### config.mk
export PLATFORM = sky130hd
export DESIGN_NAME = ss_start_arbiter
export DESIGN_NICKNAME = d
export VERILOG_FILES = /design/src/rtl/ss_pkg.sv /design/src/rtl/ss_rr_arbiter.sv /design/src/rtl/ss_start_arbiter.sv
export SDC_FILE = /design/constraint.sdc
export NUM_CORES = 1
export LEC_CHECK = 0
export ABC_AREA = 1
export CORE_MARGIN = 2
export CORE_UTILIZATION = 30
export CTS_CLUSTER_DIAMETER = 30
export DETAILED_ROUTE_END_ITERATION = 6
export PLACE_DENSITY_LB_ADDON = 0.05
export SYNTH_ARGS = -nofsm -noshare
export SYNTH_HDL_FRONTEND = slang
export SYNTH_SLANG_ARGS = --single-unit
### constraint.sdc
create_clock -name i_clk -period 4.7 [get_ports i_clk]
set_clock_uncertainty 0.2 [all_clocks]
set_input_delay 0.94 -clock i_clk [delete_from_list [all_inputs] [get_ports i_clk]]
set_output_delay 0.94 -clock i_clk [all_outputs]
set_load 0.05 [all_outputs]
### src/rtl/ss_pkg.sv
// ---------------------------------------------------------------------------
// ss_pkg
// Shared types and helpers for the multi-channel start arbiter.
//   state_t   : arbiter FSM state (S_IDLE, S_BUSY)
//   idx_width : width of a channel index, never less than one bit
// ---------------------------------------------------------------------------
package ss_pkg;

   typedef enum logic {
      S_IDLE = 1'b0,
      S_BUSY = 1'b1
   } state_t;

   // A single channel would give $clog2 = 0; keep at least one index bit.
   function automatic int idx_width(input int n);
      return (n > 1) ? $clog2(n) : 1;
   endfunction

endpackage

### src/rtl/ss_rr_arbiter.sv
// ---------------------------------------------------------------------------
// ss_rr_arbiter
// Combinational round-robin priority select. The winner is the first set
// request bit found searching upward from ptr, wrapping modulo NUM_CH.
// Ports:
//   req       in  NUM_CH  request vector
//   ptr       in  IDX_W   highest-priority channel for this search
//   gnt_valid out 1       at least one request is set
//   gnt_idx   out IDX_W   index of the winning channel (0 when none)
// ---------------------------------------------------------------------------
module ss_rr_arbiter
   import ss_pkg::*;
#(
   parameter  int NUM_CH = 4,
   localparam int IDX_W  = idx_width(NUM_CH)
) (
   input  logic [NUM_CH-1:0] req,
   input  logic [IDX_W-1:0]  ptr,
   output logic              gnt_valid,
   output logic [IDX_W-1:0]  gnt_idx
);

   localparam logic [IDX_W:0] NUM_CH_W = (IDX_W + 1)'(NUM_CH);

   // cand_idx[gi] is the channel examined at search position gi.
   logic [IDX_W-1:0]  cand_idx [NUM_CH];
   logic [NUM_CH-1:0] cand_req;

   genvar gi;
   generate
      for (gi = 0; gi < NUM_CH; gi++) begin : g_cand
         logic [IDX_W:0] sum;
         // ptr < NUM_CH and gi < NUM_CH, so one conditional subtract wraps.
         assign sum          = {1'b0, ptr} + (IDX_W + 1)'(gi);
         assign cand_idx[gi] = (sum >= NUM_CH_W) ? IDX_W'(sum - NUM_CH_W)
                                                 : sum[IDX_W-1:0];
         assign cand_req[gi] = req[cand_idx[gi]];
      end
   endgenerate

   // Scan from the far end so the lowest search position wins.
   always_comb begin
      gnt_valid = 1'b0;
      gnt_idx   = '0;
      for (int i = NUM_CH - 1; i >= 0; i--) begin
         if (cand_req[i]) begin
            gnt_valid = 1'b1;
            gnt_idx   = cand_idx[i];
         end
      end
   end

endmodule

### src/rtl/ss_start_arbiter.sv
// ---------------------------------------------------------------------------
// ss_start_arbiter
// Latches per-channel start requests and hands them, one at a time and in
// round-robin order, to a shared engine. The engine is held busy until it
// reports done or the watchdog expires.
// Ports:
//   i_clk       in  1       clock
//   i_rst_n     in  1       asynchronous active-low reset
//   i_clr       in  1       synchronous soft clear (pointer and grant id kept)
//   i_start     in  NUM_CH  per-channel start (pulse or level)
//   i_done      in  1       engine completion pulse
//   o_eng_start out 1       one-cycle start pulse to the engine
//   o_grant_id  out IDX_W   channel currently / last served
//   o_busy      out 1       engine owned by a channel
//   o_pending   out NUM_CH  latched, unserved requests
//   o_done_ch   out NUM_CH  one-hot completion pulse to the served channel
//   o_timeout   out 1       one-cycle pulse on watchdog abort
//   o_overrun   out NUM_CH  sticky: start while already pending/active
// ---------------------------------------------------------------------------
module ss_start_arbiter
   import ss_pkg::*;
#(
   parameter  int NUM_CH    = 4,
   parameter  int TIMEOUT_W = 16,
   parameter  int TIMEOUT   = 1000,
   localparam int IDX_W     = idx_width(NUM_CH)
) (
   input  logic              i_clk,
   input  logic              i_rst_n,
   input  logic              i_clr,
   input  logic [NUM_CH-1:0] i_start,
   input  logic              i_done,
   output logic              o_eng_start,
   output logic [IDX_W-1:0]  o_grant_id,
   output logic              o_busy,
   output logic [NUM_CH-1:0] o_pending,
   output logic [NUM_CH-1:0] o_done_ch,
   output logic              o_timeout,
   output logic [NUM_CH-1:0] o_overrun
);

   generate
      if (NUM_CH < 2) begin : g_bad_num_ch
         $error("ss_start_arbiter: NUM_CH must be at least 2");
      end
      if (TIMEOUT < 0 || longint'(TIMEOUT) >= (longint'(1) << TIMEOUT_W)) begin : g_bad_timeout
         $error("ss_start_arbiter: TIMEOUT must fit in TIMEOUT_W bits");
      end
   endgenerate

   localparam bit                 WD_EN   = (TIMEOUT != 0);
   localparam logic [TIMEOUT_W-1:0] WD_LAST = (TIMEOUT > 0) ? TIMEOUT_W'(TIMEOUT - 1) : '0;
   localparam logic [IDX_W-1:0]   LAST_CH = IDX_W'(NUM_CH - 1);

   state_t               state_reg;
   logic [IDX_W-1:0]     ptr_reg;
   logic [TIMEOUT_W-1:0] wd_reg;
   logic [NUM_CH-1:0]    pending_reg;
   logic [NUM_CH-1:0]    overrun_reg;
   logic [IDX_W-1:0]     grant_id_reg;
   logic                 eng_start_reg;
   logic                 busy_reg;
   logic [NUM_CH-1:0]    done_ch_reg;
   logic                 timeout_reg;

   logic [NUM_CH-1:0]    active_mask;
   logic [NUM_CH-1:0]    win_mask;
   logic [NUM_CH-1:0]    blocked_mask;
   logic [NUM_CH-1:0]    new_req;
   logic [NUM_CH-1:0]    overrun_hit;
   logic [NUM_CH-1:0]    pending_next;
   logic [IDX_W-1:0]     ptr_next;
   logic                 wd_expire;
   logic                 arb_valid;
   logic [IDX_W-1:0]     arb_idx;

   ss_rr_arbiter #(
      .NUM_CH (NUM_CH)
   ) u_rr (
      .req       (pending_reg),
      .ptr       (ptr_reg),
      .gnt_valid (arb_valid),
      .gnt_idx   (arb_idx)
   );

   genvar gi;
   generate
      for (gi = 0; gi < NUM_CH; gi++) begin : g_masks
         assign active_mask[gi] = busy_reg && (grant_id_reg == IDX_W'(gi));
         assign win_mask[gi]    = (state_reg == S_IDLE) && arb_valid && (arb_idx == IDX_W'(gi));
      end
   endgenerate

   // The active channel may re-request in its own done cycle; otherwise a
   // start on a pending or active channel is an overrun and is dropped.
   assign blocked_mask = pending_reg | (active_mask & ~{NUM_CH{i_done}});
   assign new_req      = i_start & ~blocked_mask;
   assign overrun_hit  = i_start & blocked_mask;
   assign pending_next = (pending_reg | new_req) & ~win_mask;
   assign ptr_next     = (grant_id_reg == LAST_CH) ? '0 : grant_id_reg + IDX_W'(1);
   assign wd_expire    = WD_EN && (wd_reg == WD_LAST);

   always_ff @(posedge i_clk or negedge i_rst_n) begin
      if (!i_rst_n) begin
         state_reg     <= S_IDLE;
         ptr_reg       <= '0;
         wd_reg        <= '0;
         pending_reg   <= '0;
         overrun_reg   <= '0;
         grant_id_reg  <= '0;
         eng_start_reg <= 1'b0;
         busy_reg      <= 1'b0;
         done_ch_reg   <= '0;
         timeout_reg   <= 1'b0;
      end else if (i_clr) begin
         // Pointer and last grant id survive a soft clear.
         state_reg     <= S_IDLE;
         wd_reg        <= '0;
         pending_reg   <= '0;
         overrun_reg   <= '0;
         eng_start_reg <= 1'b0;
         busy_reg      <= 1'b0;
         done_ch_reg   <= '0;
         timeout_reg   <= 1'b0;
      end else begin
         eng_start_reg <= 1'b0;
         done_ch_reg   <= '0;
         timeout_reg   <= 1'b0;
         pending_reg   <= pending_next;
         overrun_reg   <= overrun_reg | overrun_hit;
         case (state_reg)
            S_IDLE: begin
               if (arb_valid) begin
                  state_reg     <= S_BUSY;
                  eng_start_reg <= 1'b1;
                  busy_reg      <= 1'b1;
                  grant_id_reg  <= arb_idx;
                  wd_reg        <= '0;
               end
            end
            S_BUSY: begin
               // Done takes precedence over a simultaneous watchdog expiry.
               if (i_done) begin
                  state_reg   <= S_IDLE;
                  busy_reg    <= 1'b0;
                  done_ch_reg <= active_mask;
                  ptr_reg     <= ptr_next;
                  wd_reg      <= '0;
               end else if (wd_expire) begin
                  state_reg   <= S_IDLE;
                  busy_reg    <= 1'b0;
                  timeout_reg <= 1'b1;
                  ptr_reg     <= ptr_next;
                  wd_reg      <= '0;
               end else if (WD_EN && (wd_reg != '1)) begin
                  wd_reg <= wd_reg + TIMEOUT_W'(1);
               end
            end
            default: state_reg <= S_IDLE;
         endcase
      end
   end

   assign o_eng_start = eng_start_reg;
   assign o_grant_id  = grant_id_reg;
   assign o_busy      = busy_reg;
   assign o_pending   = pending_reg;
   assign o_done_ch   = done_ch_reg;
   assign o_timeout   = timeout_reg;
   assign o_overrun   = overrun_reg;

endmodule

==> report_table.html, run 1 <==
<table>
<tr><th>Metric</th><th>Value</th></tr>
<tr><th colspan="2">Outcome</th></tr>
<tr><td>Result of the run</td><td>complete, no violations</td></tr>
<tr><th colspan="2">Clock network</th></tr>
<tr><td>Clock transition at the register clock pins on the worst setup and hold paths after CTS</td><td>0.09 ns</td></tr>
<tr><td>Sinks on Clock Net</td><td>36</td></tr>
<tr><td>Cells resized by post-CTS repair</td><td>0</td></tr>
<tr><td>Clock tree from TritonCTS</td><td>built</td></tr>
<tr><td>Total clock buffers created by CTS</td><td>5</td></tr>
<tr><td>Buffers from clock root to sink, at most</td><td>2</td></tr>
<tr><td>CTS H-tree depth</td><td>2</td></tr>
<tr><td>Library cell used as clock root buffer</td><td>sky130_fd_sc_hd__clkbuf_8</td></tr>
<tr><td>Hold buffers post-CTS</td><td>0</td></tr>
<tr><td>Clk Latency, worst-skew pair</td><td>0.30 ns</td></tr>
<tr><td>Buffers inserted during post-CTS setup optimization</td><td>0</td></tr>
<tr><th colspan="2">Synth</th></tr>
<tr><td>Post-synthesis cell type count</td><td>33</td></tr>
<tr><td>EDFF count, synth</td><td>0</td></tr>
<tr><td>Fraction of registers with async set or reset after synthesis</td><td>100.0%</td></tr>
<tr><td>Synth warn</td><td>0</td></tr>
<tr><td>Post-Synthesis Cells</td><td>337</td></tr>
<tr><td>Mean area per synthesized cell</td><td>6.902 um2</td></tr>
<tr><td>Post-synthesis cell type with the largest combined area</td><td>sky130_fd_sc_hd__dfrtp_1</td></tr>
<tr><td>Cells taking the most area after synthesis</td><td>sky130_fd_sc_hd__dfrtp_1 (39%), sky130_fd_sc_hd__nand2_1 (17%), sky130_fd_sc_hd__nand3_1 (7.7%)</td></tr>
<tr><td>Area fraction of the dominant cell type after synthesis</td><td>38.73%</td></tr>
<tr><td>Commonest cells in the netlist</td><td>sky130_fd_sc_hd__nand2_1 (106), sky130_fd_sc_hd__nor2_1 (37), sky130_fd_sc_hd__dfrtp_1 (36), sky130_fd_sc_hd__nand3_1 (36), sky130_fd_sc_hd__inv_1 (31)</td></tr>
<tr><td>Post-synthesis net count</td><td>350</td></tr>
<tr><td>Most used flip-flop cell after synthesis</td><td>sky130_fd_sc_hd__dfrtp_1</td></tr>
<tr><td>Post-synthesis register bit count</td><td>36</td></tr>
<tr><td>Area of the mapped netlist</td><td>0.002326 mm2</td></tr>
<tr><td>Most frequent cell after synthesis</td><td>sky130_fd_sc_hd__nand2_1</td></tr>
<tr><td>Seq/Total Area, Yosys</td><td>38.73%</td></tr>
<tr><th colspan="2">Setup path</th></tr>
<tr><td>Endpoint of the most critical setup path</td><td>wd_reg[13]</td></tr>
<tr><td>CP max-delay cell</td><td>sky130_fd_sc_hd__clkdlybuf4s50_1</td></tr>
<tr><td>Maximum fanout encountered on the critical timing path</td><td>18</td></tr>
<tr><td>Worst reg2reg setup slack</td><td>2.42 ns</td></tr>
<tr><td>CP max stage delay</td><td>0.67 ns</td></tr>
<tr><td>Startpoint of the most critical setup path</td><td>i_clr</td></tr>
<tr><td>CP required</td><td>4.69 ns</td></tr>
<tr><td>Data arrival time of the critical path</td><td>2.88 ns</td></tr>
<tr><td>Cell-by-cell trace of the critical path</td><td>clkdlybuf4s50_1 -&gt; nor2_1 -&gt; inv_1 -&gt; nor2_1 -&gt; nand3_2 -&gt; nand2_4 -&gt; inv_2 -&gt; nand2_1 -&gt; nand2_1</td></tr>
<tr><td>Critical Path End Type</td><td>flip-flop</td></tr>
<tr><td>Critical R2R Launch</td><td>state_reg</td></tr>
<tr><td>Worst setup SP type</td><td>input port</td></tr>
<tr><td>R2r endpoint</td><td>wd_reg[13]</td></tr>
<tr><td>Category of the most critical setup path</td><td>in -&gt; reg</td></tr>
<tr><td>FF-to-FF path depth</td><td>9</td></tr>
<tr><th colspan="2">Die</th></tr>
<tr><td>DIE WIDTH</td><td>92.05 um</td></tr>
<tr><td>Ports placed on the boundary</td><td>25</td></tr>
<tr><td>Standard cell core area</td><td>0.007607 mm2</td></tr>
<tr><td>Die height</td><td>92.05 um</td></tr>
<tr><td>Starting density of the core</td><td>30.58%</td></tr>
<tr><td>Cell row count</td><td>32</td></tr>
<tr><td>Die Area</td><td>0.008473 mm2</td></tr>
<tr><th colspan="2">Timing</th></tr>
<tr><td>Shortest period the worst path allows</td><td>2.897 ns</td></tr>
<tr><td>Pins over their slew limit</td><td>0</td></tr>
<tr><td>Share of the clock period used by the worst path</td><td>61.63%</td></tr>
<tr><td>Slew at the pin with the worst max-slew slack</td><td>0.8489 ns</td></tr>
<tr><td>Max transition margin</td><td>43.41%</td></tr>
<tr><td>Final sum of negative setup slack</td><td>0 ns</td></tr>
<tr><td>Final setup vio count</td><td>0</td></tr>
<tr><td>Final hold violation count</td><td>0</td></tr>
<tr><td>Smallest hold slack</td><td>0.3135 ns</td></tr>
<tr><td>Setup repair after global routing missed its margin</td><td>no</td></tr>
<tr><td>Highest clock frequency the design can meet</td><td>345.2 MHz</td></tr>
<tr><th colspan="2">Detailed routing</th></tr>
<tr><td>Violation count after the first detailed-route iteration</td><td>109</td></tr>
<tr><td>Detail-routed via count per cell</td><td>4.818</td></tr>
<tr><td>DRT antenna net count</td><td>0</td></tr>
<tr><td>Total vias in the final route</td><td>2,221</td></tr>
<tr><td>Total detailed-routing wirelength</td><td>6677 um</td></tr>
<tr><td>Residual DRC</td><td>0</td></tr>
<tr><td>Number of detailed-route iterations in the first pass</td><td>4</td></tr>
<tr><td>Post-DR wirelength/cell</td><td>14.48 um</td></tr>
<tr><th colspan="2">Global routing</th></tr>
<tr><td>Largest net degree at the start of global routing</td><td>37</td></tr>
<tr><td>Number of antenna violations at the first check in global routing</td><td>0</td></tr>
<tr><td>Via count of the first global-routing pass</td><td>2,167</td></tr>
<tr><td>First-pass GRT wire length</td><td>11,160 um</td></tr>
<tr><td>Overflow left after global routing</td><td>0</td></tr>
<tr><td>Overall track demand over capacity in global routing</td><td>16.86%</td></tr>
<tr><th colspan="2">Layout</th></tr>
<tr><td>Area growth from synthesis to layout</td><td>16.51%</td></tr>
<tr><td>Max reg flops</td><td>16</td></tr>
<tr><td>Fraction of final layout cells sized beyond drive strength 1</td><td>7.242%</td></tr>
<tr><td>Nets@finish</td><td>371</td></tr>
<tr><td>Antenna Diode Count</td><td>0</td></tr>
<tr><td>Post-Layout Cell Count</td><td>461</td></tr>
<tr><th colspan="2">Placement</th></tr>
<tr><td>Post-DP HPWL</td><td>4933 um</td></tr>
<tr><td>Placed cells</td><td>453</td></tr>
<tr><td>Final weighted congestion of routability-driven global placement</td><td>0.8502</td></tr>
<tr><td># port buffers</td><td>24</td></tr>
<tr><th colspan="2">Power and ir drop</th></tr>
<tr><td>Largest voltage drop on the vdd net</td><td>0.3011 mV</td></tr>
<tr><td>Leakage power of the design</td><td>0.001280 uW</td></tr>
<tr><td>Total power density per cell area</td><td>525.2 mW/mm2</td></tr>
<tr><th colspan="2">Worst hold path</th></tr>
<tr><td>Hold Crit Class</td><td>reg -&gt; reg</td></tr>
<tr><th colspan="2">Flow run</th></tr>
<tr><td>Maximum capacitance violations</td><td>0</td></tr>
</table>
[power by group]
part | total (uW) | leakage, uW | internal [uW] | switching [uW]
Sequential | 440 | 0.000485 | 363 | 77.0
Combinational | 755 | 0.000752 | 225 | 530
Clock | 228 | 0.0000424 | 106 | 122
Total | 1420 | 0.00128 | 695 | 729
[cell families after synthesis]
logic type	count (synthesis)	synth area share, %
AOI/OAI and AO/OA	27	6.294
xor gates and xnor gates	6	2.259
adders and majority gates	5	2.690
buffers and inverters	49	9.144
DFF	36	38.73
and+or+nand+nor	214	40.88
[cell type report]
type / instances / area [um2]
multi-input cells: 252 / 1212
fillers: 852 / 4897
repair buffers: 24 / 235.2
clock buffers: 7 / 76.32
well taps: 102 / 127.6
inverters: 39 / 148.9
clock inverters: 1 / 8.758
flip-flops and latches: 36 / 900.9
[layout by cell type, fill, tap and decap left out, types with 2 or more instances in the layout]
master and n:
sky130_fd_sc_hd__nand4_1 7, sky130_fd_sc_hd__nand2_2 4, sky130_fd_sc_hd__inv_1 31, sky130_fd_sc_hd__clkbuf_1 2
sky130_fd_sc_hd__xor2_1 6, sky130_fd_sc_hd__nor2_1 37, sky130_fd_sc_hd__nor3_1 15, sky130_fd_sc_hd__clkdlybuf4s50_1 23
sky130_fd_sc_hd__nor2_2 2, sky130_fd_sc_hd__clkbuf_8 5, sky130_fd_sc_hd__dfrtp_1 36, sky130_fd_sc_hd__o21ai_0 11
sky130_fd_sc_hd__a21oi_1 6, sky130_fd_sc_hd__ha_1 5, sky130_fd_sc_hd__o21ai_1 6, sky130_fd_sc_hd__nand3_1 36
sky130_fd_sc_hd__nand2_1 106, sky130_fd_sc_hd__inv_2 6
[worst min-delay path by stage]
| stage | depth (start not counted) | end | startpoint | slack (ns) |
|---|---|---|---|---|
| finish | 2 | o_overrun[0] | o_overrun[0] | 0.31 |
| global route | 2 | o_overrun[3] | o_overrun[3] | 0.34 |
| CTS | 2 | o_overrun[0] | o_overrun[0] | 0.31 |
| detailed placement | 2 | o_overrun[3] | o_overrun[3] | 0.29 |
| global placement | 2 | o_overrun[0] | o_overrun[0] | 0.29 |
| floorplan | 2 | wd_reg[1] | wd_reg[1] | 0.28 |
[routing by layer]
metal	vias up	share of wire [%]	GRT usage [%]
li1	1119	-	-
met1	1053	47	21.52
met2	41	49	28.49
met3	8	2.4	2.712
met4	0	1.8	6.592
met5	-	0	0
[critical path: cells and delay by family]
family / cells / cell delay [ns]
simple gates: 6 / 1.07
buf+inv: 3 / 0.87
[metrics by stage]
step	area (um2)	util [%]	total power, uW	worst slack, ns
2_1_floorplan	2326	-	993.4	2.591
3_3_place_gp	2625	34.51	1211	1.455
3_5_place_dp	2625	34.51	1209	1.441
4_1_cts	2710	35.63	1442	1.752
5_1_grt	2710	35.63	1543	1.586
6_report	2710	35.63	1423	1.803
Note: power is estimated with default switching activity, not from simulation.
==> inputs of run 2 (changes only) <==
clock period = 2.6 ns   (was 4.7 ns; I/O delays follow)
==> run 2 against run 1 <==
Net effect:
- critical endpoint is now o_busy
- global-route usage rose by 0.56 points
- critical path depth fell by 8
- cell count rose by 2.0%
- highest routed layer unchanged
- first-iteration DRC count rose by 10%
- die area did not move
- worst setup slack got worse by 1.6 ns
- critical path type is now reg -> out
- clock power rose by 120%
==> report_table.html, run 2 (synthesis gave the netlist of run 1 again) <==
<table>
<tr><th>Metric</th><th>Value</th></tr>
<tr><th colspan="2">Die</th></tr>
<tr><td>DIE WIDTH</td><td>92.05 um</td></tr>
<tr><td>Die Area</td><td>0.008473 mm2</td></tr>
<tr><td>Ports placed on the boundary</td><td>25</td></tr>
<tr><td>Die height</td><td>92.05 um</td></tr>
<tr><td>Starting density of the core</td><td>30.58%</td></tr>
<tr><td>Standard cell core area</td><td>0.007607 mm2</td></tr>
<tr><td>Cell row count</td><td>32</td></tr>
<tr><th colspan="2">Power and ir drop</th></tr>
<tr><td>Sw power</td><td>1312 uW</td></tr>
<tr><td>Leakage power of the design</td><td>0.001336 uW</td></tr>
<tr><td>Largest voltage drop on the vdd net</td><td>0.5345 mV</td></tr>
<tr><td>Clock network fraction of design power</td><td>19.0%</td></tr>
<tr><td>Sw Share</td><td>49.01%</td></tr>
<tr><td>Gate power share</td><td>52.2%</td></tr>
<tr><td>Total chip power</td><td>2676 uW</td></tr>
<tr><td>Proportion of power drawn by flip-flops and latches</td><td>28.7%</td></tr>
<tr><td>P_int</td><td>1365 uW</td></tr>
<tr><td>Total power density per cell area</td><td>954.9 mW/mm2</td></tr>
<tr><th colspan="2">Setup path</th></tr>
<tr><td>Critical Path End Type</td><td>primary output</td></tr>
<tr><td>FF-to-FF path depth</td><td>10</td></tr>
<tr><td>Cell-by-cell trace of the critical path</td><td>clkdlybuf4s50_1</td></tr>
<tr><td>Worst setup SP type</td><td>flip-flop</td></tr>
<tr><td>Maximum fanout encountered on the critical timing path</td><td>8</td></tr>
<tr><td>Cell depth of the worst setup path</td><td>1</td></tr>
<tr><td>CP max-delay cell</td><td>sky130_fd_sc_hd__clkdlybuf4s50_1</td></tr>
<tr><td>Critical R2R Launch</td><td>wd_reg[0]</td></tr>
<tr><td>Startpoint of the most critical setup path</td><td>o_busy</td></tr>
<tr><td>CP max stage delay</td><td>0.85 ns</td></tr>
<tr><td>Cell type group with the largest total delay on the critical path</td><td>buffers and inverters</td></tr>
<tr><td>Total buffers and inverters traversed by the critical path</td><td>1</td></tr>
<tr><td>Data arrival time of the critical path</td><td>1.63 ns</td></tr>
<tr><td>CP required</td><td>1.88 ns</td></tr>
<tr><td>Category of the most critical setup path</td><td>reg -&gt; out</td></tr>
<tr><th colspan="2">Clock network</th></tr>
<tr><td>Clock tree from TritonCTS</td><td>built</td></tr>
<tr><td>CTS H-tree depth</td><td>2</td></tr>
<tr><td>Sinks on Clock Net</td><td>36</td></tr>
<tr><td>Library cell used as clock root buffer</td><td>sky130_fd_sc_hd__clkbuf_8</td></tr>
<tr><td>Buffers inserted during post-CTS setup optimization</td><td>0</td></tr>
<tr><td>Clk Latency, worst-skew pair</td><td>0.29 ns</td></tr>
<tr><td>Buffers from clock root to sink, at most</td><td>2</td></tr>
<tr><td>Total clock buffers created by CTS</td><td>5</td></tr>
<tr><td>Clock transition at the register clock pins on the worst setup and hold paths after CTS</td><td>0.08 ns</td></tr>
<tr><th colspan="2">Detailed routing</th></tr>
<tr><td>Violation count after the first detailed-route iteration</td><td>120</td></tr>
<tr><td>Total vias in the final route</td><td>2,220</td></tr>
<tr><td>DRT antenna net count</td><td>0</td></tr>
<tr><td>Met2 wirelength from detailed routing</td><td>3411 um</td></tr>
<tr><td>Detail-routed via count per cell</td><td>4.723</td></tr>
<tr><td>Routed length on met1</td><td>3123 um</td></tr>
<tr><td>Post-DR wirelength/cell</td><td>14.58 um</td></tr>
<tr><td>Total detailed-routing wirelength</td><td>6854 um</td></tr>
<tr><td>Detail Route met3 WL</td><td>223 um</td></tr>
<tr><td>Residual DRC</td><td>0</td></tr>
<tr><td>Highest metal used</td><td>met4</td></tr>
<tr><td>Number of detailed-route iterations in the first pass</td><td>4</td></tr>
<tr><th colspan="2">Worst hold path</th></tr>
<tr><td>Cell count of the worst hold path</td><td>2</td></tr>
<tr><td>Critical hold path startpoint</td><td>o_overrun[0]</td></tr>
<tr><td>Hold Crit Class</td><td>reg -&gt; reg</td></tr>
<tr><th colspan="2">Timing</th></tr>
<tr><td>Pins over their slew limit</td><td>0</td></tr>
<tr><td>Highest clock frequency the design can meet</td><td>425.7 MHz</td></tr>
<tr><td>Shortest period the worst path allows</td><td>2.349 ns</td></tr>
<tr><td>Share of the clock period used by the worst path</td><td>90.35%</td></tr>
<tr><td>Slew at the pin with the worst max-slew slack</td><td>0.5063 ns</td></tr>
<tr><td>Max transition margin</td><td>66.14%</td></tr>
<tr><td>Final hold violation count</td><td>0</td></tr>
<tr><td>Setup repair after global routing missed its margin</td><td>no</td></tr>
<tr><td>Final setup vio count</td><td>0</td></tr>
<tr><td>Final sum of negative setup slack</td><td>0 ns</td></tr>
<tr><th colspan="2">Global routing</th></tr>
<tr><td>First-pass GRT wire length</td><td>11,500 um</td></tr>
<tr><td>Via count of the first global-routing pass</td><td>2,242</td></tr>
<tr><td>Overflow left after global routing</td><td>0</td></tr>
<tr><td>Overall track demand over capacity in global routing</td><td>17.42%</td></tr>
<tr><td>Number of antenna violations at the first check in global routing</td><td>0</td></tr>
<tr><td>Largest net degree at the start of global routing</td><td>19</td></tr>
<tr><th colspan="2">Placement</th></tr>
<tr><td>Post-DP HPWL</td><td>5252 um</td></tr>
<tr><td>Cell area after placement</td><td>0.002685 mm2</td></tr>
<tr><td># port buffers</td><td>24</td></tr>
<tr><td>Final weighted congestion of routability-driven global placement</td><td>0.8453</td></tr>
<tr><td>Placed cells</td><td>461</td></tr>
<tr><th colspan="2">Layout</th></tr>
<tr><td>Antenna Diode Count</td><td>0</td></tr>
<tr><td>Utilization after layout</td><td>36.84%</td></tr>
<tr><td>Max reg flops</td><td>16</td></tr>
<tr><td>Leading cell type in the layout, fill and taps excluded</td><td>sky130_fd_sc_hd__nand2_1</td></tr>
<tr><td>Fraction of final layout cells sized beyond drive strength 1</td><td>9.511%</td></tr>
<tr><td>Leading cell types in the layout, fill and taps excluded</td><td>sky130_fd_sc_hd__nand2_1 (106), sky130_fd_sc_hd__nor2_1 (37), sky130_fd_sc_hd__nand3_1 (36), sky130_fd_sc_hd__dfrtp_1 (36), sky130_fd_sc_hd__inv_1 (31)</td></tr>
<tr><td>Post-Layout Inst Area</td><td>0.002803 mm2</td></tr>
<tr><td>Nets@finish</td><td>380</td></tr>
<tr><td>Post-Layout Cell Count</td><td>470</td></tr>
<tr><td>Register area</td><td>900.9 um2</td></tr>
<tr><td>Fillers</td><td>853</td></tr>
<tr><td>Multi-input gate area in the final layout</td><td>0.001212 mm2</td></tr>
<tr><td>Area growth from synthesis to layout</td><td>20.49%</td></tr>
<tr><th colspan="2">Flow run</th></tr>
<tr><td>Maximum capacitance violations</td><td>0</td></tr>
<tr><th colspan="2">Outcome</th></tr>
<tr><td>Result of the run</td><td>complete, no violations</td></tr>
</table>
-- run 2: cell types whose count changed in the layout (fill, tap and decap cells not counted) --
| cell | delta |
|---|---|
| sky130_fd_sc_hd__bufinv_16 | +1 |
| sky130_fd_sc_hd__buf_4 | +8 |
| sky130_fd_sc_hd__clkinv_2 | +1 |
| sky130_fd_sc_hd__dlygate4sd3_1 | +1 |
| sky130_fd_sc_hd__clkinv_4 | -1 |
| sky130_fd_sc_hd__clkbuf_1 | -1 |
-- run 2: power by group through the flow --
stage	logic [uW]	clock network, uW	registers, uW
final	1400	509	769
after global routing	1560	554	788
after CTS	1410	527	771
after detailed placement	1410	0	779
after global placement	1410	0	783
after floorplan	803	0	993
-- run 2: tightest hold or removal path: stages (launching register included) --
cell,delay (ns)
sky130_fd_sc_hd__dfrtp_1,0.35
sky130_fd_sc_hd__a21oi_1,0.04
sky130_fd_sc_hd__nor2_1,0.07
-- run 2: path summary, 6_finish.rpt --
kind / to / slack [ns]
min in group asynchronous: wd_reg[10] / 0.46
min reg2reg: o_overrun[0] / 0.30
min: o_overrun[0] / 0.30
max reg2reg: wd_reg[15] / 0.47
max: o_busy / 0.25
max in group asynchronous: wd_reg[15] / 1.23
-- run 2: per-stage QoR --
stage          worst slack [ns]  hold WS (ns)
2_1_floorplan            0.7298       0.02441
3_3_place_gp             0.2583        0.2486
3_5_place_dp             0.1922        0.2464
4_1_cts                  0.2385        0.3040
5_1_grt                  0.1875        0.3415
6_report                 0.2510        0.2963
-- run 2: repair_timing --
action / in CTS / in global routing
hold buffers: 1 / 0
gates resized for setup: 0 / 0
hold endpoints to repair: 12 / 0
-- run 2: final cells by class --
cell class / count / share of cell area (%)
multi-input combinational: 252 / 43.26
tap: 102 / 4.554
clock buffer: 6 / 2.589
inverter: 39 / 5.313
clock inverter: 2 / 1.250
timing repair buffer: 33 / 10.89
sequential: 36 / 32.14
-- run 2: routing by layer --
metal  up-vias  track usage, %
met3         9           3.122
met4         0           4.726
li1       1134               -
met1      1032           22.12
met2        45           30.39
met5         -               0
